### src/rtl/hazard_ctrl.sv
// hazard_ctrl: pipeline stall/flush qualifier generator and data-memory
// request gate. States WARM -> RUN <-> MEMDONE, plus a sticky HALT.
// Optional build macro: HAZARD_STATS_EN adds the stall_cnt/flush_cnt
// saturating statistics counters and their ports.
//
// state   | meaning
// --------+---------------------------------------------------------------
// WARM    | first cycle after reset, every output held low
// RUN     | normal issue; memory stall applied while a data access is pending
// MEMDONE | data returned before the latches advanced; request lines gated off
// HALT    | halt reached WB; pipeline frozen until reset
module hazard_ctrl #(
   parameter int REG_W = 5,
   parameter int CNT_W = 32
) (
   input  logic             CLK,
   input  logic             nRST,
   input  logic             ihit,
   input  logic             dhit,
   input  logic [REG_W-1:0] ifid_rs,
   input  logic [REG_W-1:0] ifid_rt,
   input  logic             ifid_uses_rt,
   input  logic             idex_dREN,
   input  logic [REG_W-1:0] idex_wsel,
   input  logic             exmem_dREN,
   input  logic             exmem_dWEN,
   input  logic             ex_redirect,
   input  logic             memwb_halt,
   output logic             pc_en,
   output logic             ifid_stall,
   output logic             ifid_flush,
   output logic             idex_stall,
   output logic             idex_flush,
   output logic             exmem_stall,
   output logic             dmem_ren,
   output logic             dmem_wen,
   output logic             halt
`ifdef HAZARD_STATS_EN
   ,
   output logic [CNT_W-1:0] stall_cnt,
   output logic [CNT_W-1:0] flush_cnt
`endif
);

   typedef enum logic [1:0] {
      WARM    = 2'd0,
      RUN     = 2'd1,
      MEMDONE = 2'd2,
      HALT    = 2'd3
   } state_t;

   state_t r_state;
   state_t w_next;
   logic   r_halt;
   logic   w_mem_req;
   logic   w_loaduse;

   // A counter narrower than one bit is meaningless; reject it at elaboration.
   if (CNT_W < 1) begin : g_bad_cnt_w
      $error("hazard_ctrl: CNT_W must be at least 1");
   end

   assign w_mem_req = exmem_dREN | exmem_dWEN;
   // A load into r0 never produces a usable value, so it never forces a bubble.
   assign w_loaduse = idex_dREN & (idex_wsel != '0) &
                      ((idex_wsel == ifid_rs) | (ifid_uses_rt & (idex_wsel == ifid_rt)));

   // State register; reset lands in WARM so the dmem lines drop asynchronously.
   always_ff @(posedge CLK or negedge nRST) begin
      if (!nRST) begin
         r_state <= WARM;
         r_halt  <= 1'b0;
      end else begin
         r_state <= w_next;
         r_halt  <= (w_next == HALT);
      end
   end

   // Next state and qualifier outputs, highest-priority hazard first.
   always_comb begin
      w_next      = r_state;
      pc_en       = 1'b0;
      ifid_stall  = 1'b0;
      ifid_flush  = 1'b0;
      idex_stall  = 1'b0;
      idex_flush  = 1'b0;
      exmem_stall = 1'b0;
      dmem_ren    = 1'b0;
      dmem_wen    = 1'b0;
      case (r_state)
         WARM: begin
            w_next = RUN;
         end
         RUN, MEMDONE: begin
            if ((r_state == RUN) && w_mem_req && !dhit) begin
               ifid_stall  = 1'b1;
               idex_stall  = 1'b1;
               exmem_stall = 1'b1;
            end else if (ex_redirect) begin
               pc_en      = 1'b1;
               ifid_flush = 1'b1;
               idex_flush = 1'b1;
            end else if (w_loaduse) begin
               ifid_stall = 1'b1;
               idex_flush = 1'b1;
            end else begin
               pc_en = 1'b1;
            end
            if (r_state == RUN) begin
               // Requests stay up through the dhit cycle; MEMDONE then blocks a reissue.
               dmem_ren = exmem_dREN;
               dmem_wen = exmem_dWEN;
               if (w_mem_req && dhit && !ihit) begin
                  w_next = MEMDONE;
               end
            end else if (ihit) begin
               w_next = RUN;
            end
            if (memwb_halt) begin
               w_next = HALT;
            end
         end
         default: begin
            ifid_stall  = 1'b1;
            idex_stall  = 1'b1;
            exmem_stall = 1'b1;
         end
      endcase
   end

   assign halt = r_halt;

`ifdef HAZARD_STATS_EN
   logic w_active;
   assign w_active = (r_state == RUN) | (r_state == MEMDONE);

   // Saturating counts of lost issue cycles and of consumed redirects.
   always_ff @(posedge CLK or negedge nRST) begin
      if (!nRST) begin
         stall_cnt <= '0;
         flush_cnt <= '0;
      end else begin
         if (w_active && !pc_en && !(&stall_cnt)) begin
            stall_cnt <= stall_cnt + 1'b1;
         end
         if (w_active && ex_redirect && ihit && !(&flush_cnt)) begin
            flush_cnt <= flush_cnt + 1'b1;
         end
      end
   end
`endif

endmodule

### config.mk
export PLATFORM = sky130hd
export DESIGN_NAME = hazard_ctrl
export DESIGN_NICKNAME = d
export VERILOG_FILES = /design/src/rtl/hazard_ctrl.sv
export SDC_FILE = /design/constraint.sdc
export NUM_CORES = 1
export LEC_CHECK = 0
export CAP_MARGIN = 40
export CORE_MARGIN = 2
export CORE_UTILIZATION = 31
export CTS_CLUSTER_DIAMETER = 30
export DETAILED_ROUTE_END_ITERATION = 6
export PLACE_DENSITY = 0.76
export SYNTH_ARGS = -nofsm -noshare
export SYNTH_HDL_FRONTEND = slang
export SYNTH_SLANG_ARGS = --single-unit
### constraint.sdc
create_clock -name CLK -period 1.7 [get_ports CLK]
set_input_delay 0.34 -clock CLK [delete_from_list [all_inputs] [get_ports CLK]]
set_output_delay 0.34 -clock CLK [all_outputs]
set_load 0.01 [all_outputs]
# ---- Word level (Yosys, flattened, before mapping)
# Cells that the tools add are included.
dict set report op_classes {
  muxes 25
  n_reduce_logical 9
  bitwise 5
  n_eq_ne 5
}
# operator n
set ops {}
lappend ops {{two-way mux 1 bit} 18}
lappend ops {{equality test 5 bit} 2}
lappend ops {{two-way mux 2 bit} 4}
lappend ops {{nonzero test 5 bit} 1}
lappend ops {{equality test 2 bit, second input constant} 2}
lappend ops {{logical AND 1 bit} 4}
lappend ops {{one-hot mux 1 bit (2 select lines)} 2}
lappend ops {{one-hot mux 2 bit (2 select lines)} 1}
lappend ops {{bitwise AND 1 bit} 3}
lappend ops {{equality test 2 x 1 -> 1 bit, second input constant} 1}
lappend ops {{zero test 1 bit} 2}
lappend ops {{zero test 2 bit} 1}
lappend ops {{bitwise OR 1 bit} 2}
lappend ops {{OR reduction 2 bit} 1}
dict set report word_totals {
  out_inout_bits 9
  ff_bits 3
  wordCells 46
}

# ---- Depth between registers and ports, before layout
dict set report depth {
  depth_word 8
  ltp_mapped 6
}

# ---- Worst setup path after synthesis
# No wires, ideal clock.
dict set report synth_timing {
  path_type {register to output}
  start {reg r_state[0]}
  end {out idex_flush}
  path_stages_with_launch 6
  required_ns 1.360
  path_slack_ns 0.009
  arrival_ns 1.351
  path_cell_list {dfrtp_1 > inv_1 > ha_1 > o21a_1 > inv_1 > o31ai_1}
}
dict set report synth_between {
  elab_chain_cells 5
  elab_cells_between_ends 7
}
# element line
set synth_rtl {}
lappend synth_rtl {{start: declaration} 52} ;# state_t r_state;
lappend synth_rtl {{start signal: assignment} 74} ;# r_state <= w_next;
lappend synth_rtl {{equality test 2 x 1 -> 1 bit} {90, 95}}
lappend synth_rtl {{logical AND 1 bit (2 in a row)} 95} ;# if ((r_state == RUN) && w_mem_req && !dhit) begin
lappend synth_rtl {{two-way mux 1 bit} 95}
lappend synth_rtl {{two-way mux 1 bit (*)} 90} ;# case (r_state)
lappend synth_rtl {{end: declaration} 33} ;# output logic idex_flush,
# Every way passes the cells marked *; elsewhere a longest branch is shown, timed or not.

# ---- Worst setup path after layout
dict set report layout_timing {
  start {reg r_state[0]}
  end {out ifid_stall}
}
dict set report layout_between {
  elab_chain_cells 5
  elab_cells_between_ends 8
}
# element line
set layout_rtl {}
lappend layout_rtl {{equality test 2 x 1 -> 1 bit} {90, 95}}
lappend layout_rtl {{logical AND 1 bit (2 in a row)} 95}
lappend layout_rtl {{two-way mux 1 bit} 95}
lappend layout_rtl {{one-hot mux 1 bit (2 select lines) (*)} 90}
lappend layout_rtl {{end: declaration} 30} ;# output logic ifid_stall,
# Marks and branches as above.

==> flow_metrics.py <==
metrics = {
    "synth": {
        "ys.flop_type": "dfrtp_1",
        "synthAdderAreaFrac": 0.0880,
        "synth-xor-area-share": 0.205,
        "syn_area_um2": 427,
        "synth_cell_types": 28,
        "synthSimpleGateAreaFrac": 0.255,
        "synth_edf_count": 0,
        "netlist_top_cells_area": "xor2_1, dfrtp_1, ha_1",
        "syn_nets": 81,
        "yosys.area.top_type": "xor2_1",
        "yosysWarningCount": 0,
        "synth_top_family_by_area": "simple AND/OR/NAND/NOR gates",
        "synth_seq_cells": 3,
        "synthCells": 53,
        "yosysSeqAreaShare": 0.176,
        "synth_top_area_share": 0.185,
        "synth-compound-area-share": 0.191,
        "async_reset_ff_frac": 1.00,
        "synth.avg_cell_area_um2": 8.05,
        "synthMuxAreaShare": 0.0235,
    },
    "timing": {
        "rsz0062_at_grt": "yes",
        "period_share": 1.17,
        "clock_skew_ns": 0.00382,
        "setup_slack_ns": -0.282,
        "worstMarginPinSlew_ns": 0.283,
        "min_period_ns": 1.98,
        "setup_violations": 6,
        "max_slew_margin": 0.809,
        "drv_slew": 0,
        "finalHoldViolCount": 0,
        "max_freq_ghz": 0.504,
    },
    "clock_network": {
        "hold_buffers": 0,
        "cts_tree": "done",
        "htree_levels": 1,
        "root_buffer": "clkbuf_4",
        "clkSinkCount": 3,
        "cts_made_buffers": 3,
        "clkSlewWorstSetupHoldPaths_ns": 0.04,
        "clk_path_buf_depth": 2,
        "clkLatencyLatePin_ns": 0.23,
    },
    "floorplanning": {
        "rows": 13,
        "design.core.area_um2": 1300,
        "io_pins": 34,
        "die_area_um2": 1690,
        "die-width_um": 41.1,
        "die-height_um": 41.1,
        "start_util": 0.328,
    },
    "setup_path": {
        "worst-setup-path-type": "flip-flop to primary output",
        "r2r_cells": 7,
        "start_kind": "flip-flop",
        "max_stage_delay_ns": 0.40,
        "r2r_end": "halt",
        "worstPathRequired_ns": 1.36,
        "rrSetupSlack_ns": 0.03,
        "end_kind": "primary output",
        "slowest_stage": "dfrtp_2",
        "worstPathArrival_ns": 1.64,
        "crit_fanout": 3,
        "r2r_start": "r_state[1]",
        "cp_cell_sequence": "inv_2 -> ha_4 -> nor2b_4 -> or3_4 -> o22ai_2 -> buf_2",
    },
    "placed_design": {
        "dp_slack_ns": -0.878,
        "dpl-instance-area_um2": 843,
        "io_buffers": 33,
        "dp.final_hpwl_um": 1060,
        "dp.cells": 110,
        "gp_congestion": 0.667,
    },
    "final_layout": {
        "multi_input_area_um2": 415,
        "register_area_um2": 76.3,
        "nNetsFinal": 138,
        "area_growth_pct": 133,
        "stdcell_area_um2": 996,
        "diodes": 0,
        "final_cells": 124,
        "final_layout_size_suffix_gt1_frac": 0.532,
        "final_util": 0.765,
        "fill_cells": 101,
    },
    "outcome": {
        "status": "complete, but fails checks",
        "violations": "negative setup slack",
    },
    "detailed_routing": {
        "first_iter_violations": 2,
        "antenna_left": 0,
        "num_vias": 594,
        "routed_wl_um": 1480,
        "via_per_inst": 4.79,
        "wl_per_cell_um": 11.9,
        "first_pass_iters": 2,
        "drc": 0,
    },
    "job": {
        "drv_cap": 0,
    },
    "global_route": {
        "grt_max_degree": 5,
        "grt_pass1_vias": 546,
        "antenna_found_initial": 0,
        "grt_overflow": 0,
        "track_usage": 0.175,
        "grt_pass1_wl_um": 1990,
    },
    "power": {
        "power_density_nw_per_um2": 314,
        "p_total_uw": 312,
        "leakagePower_uw": 0.000476,
        "ir_drop_uv": 171,
    },
    "min_path": {
        "hold_class": "primary input to asynchronous set/reset pin",
    },
}
final cells by class:
type	instances	share of cell area
repair buffers	53	0.442
flip-flops and latches	3	0.0766
multi-input cells	44	0.417
clock buffers	4	0.0264
inverters	5	0.0188
well taps	15	0.0188
Yosys cell counts (2+ instances only):
master	count
xor2_1	9
inv_1	5
a21oi_1	3
dfrtp_1	3
ha_1	3
nand2_1	3
a32oi_1	2
and2_1	2
nand3_1	2
nor2_1	2
o21ai_0	2
cells by family after synthesis:
family,after synthesis
multiplexers,1
AND/OR/NAND/NOR,18
XOR/XNOR,10
buffers and inverters,6
flip-flops,3
adder cells (fa/ha/maj),3
AO/OA/AOI/OAI,12
power by group:
group	total, uW	switching (uW)	internal, uW
registers	71.8	0	71.8
logic	114	43.2	70.6
clock network	127	38.8	88.1
worst max-delay path: cells and delay by family (launching register included):
kind	cells	cell delay (ns)
compound gates	1	0.10
fa+ha+maj	1	0.29
buf+inv	2	0.22
flops	1	0.40
simple gates	2	0.40
worst max-delay path by stage:
stage	startpoint	endpoint	slack (ns)
final	r_state[0]	ifid_stall	-0.28
after global routing	r_state[0]	ifid_stall	-0.34
after CTS	r_state[0]	idex_flush	-0.27
after detailed placement	idex_wsel[2]	idex_flush	-0.88
after global placement	idex_wsel[2]	idex_flush	-0.87
after floorplan	r_state[0]	idex_flush	0.009
through the flow:
step	TNS (ns)	hold WS, ns
final	-1.11	0.286
after global placement	-4.47	0.530
after detailed placement	-4.52	0.536
after CTS	-1.44	0.283
after floorplan	0	0.0444
after global routing	-1.56	0.286
timing repair:
item / CTS / global route
setup endpoints to repair: 8 / 9
pin swaps: 14 / 6
setup buffers: 7 / 3
gates resized for setup: 66 / 27
sequential cells by signal (all words and copies together) (netlist names):
| name | flops |
|---|---|
| halt | 1 |
| r_state | 2 |
layout by cell type (no fill, tap or decap), types with 2 or more instances in the layout:
cell and count:
buf_4 17, clkdlybuf4s50_1 12, xor2_1 9, buf_2 8
buf_6 7, dlygate4sd2_1 5, inv_2 4, clkbuf_4 3
o21ai_2 2, a21oi_1 2, nand2_1 2, nand3_1 2
and2_1 2, ha_4 2, dfrtp_1 2, clkdlybuf4s15_1 2
clkbuf_2 2
routing by layer:
| metal | vias to the layer above | track usage | wire [um] |
|---|---|---|---|
| li1 | 298 | - | - |
| met1 | 265 | 0.173 | 530 |
| met2 | 29 | 0.340 | 787 |
| met3 | 2 | 0.0598 | 150 |
| met4 | 0 | 0.0484 | 13 |
| met5 | - | 0 | 0 |
Note: power is estimated with default switching activity, not from simulation.
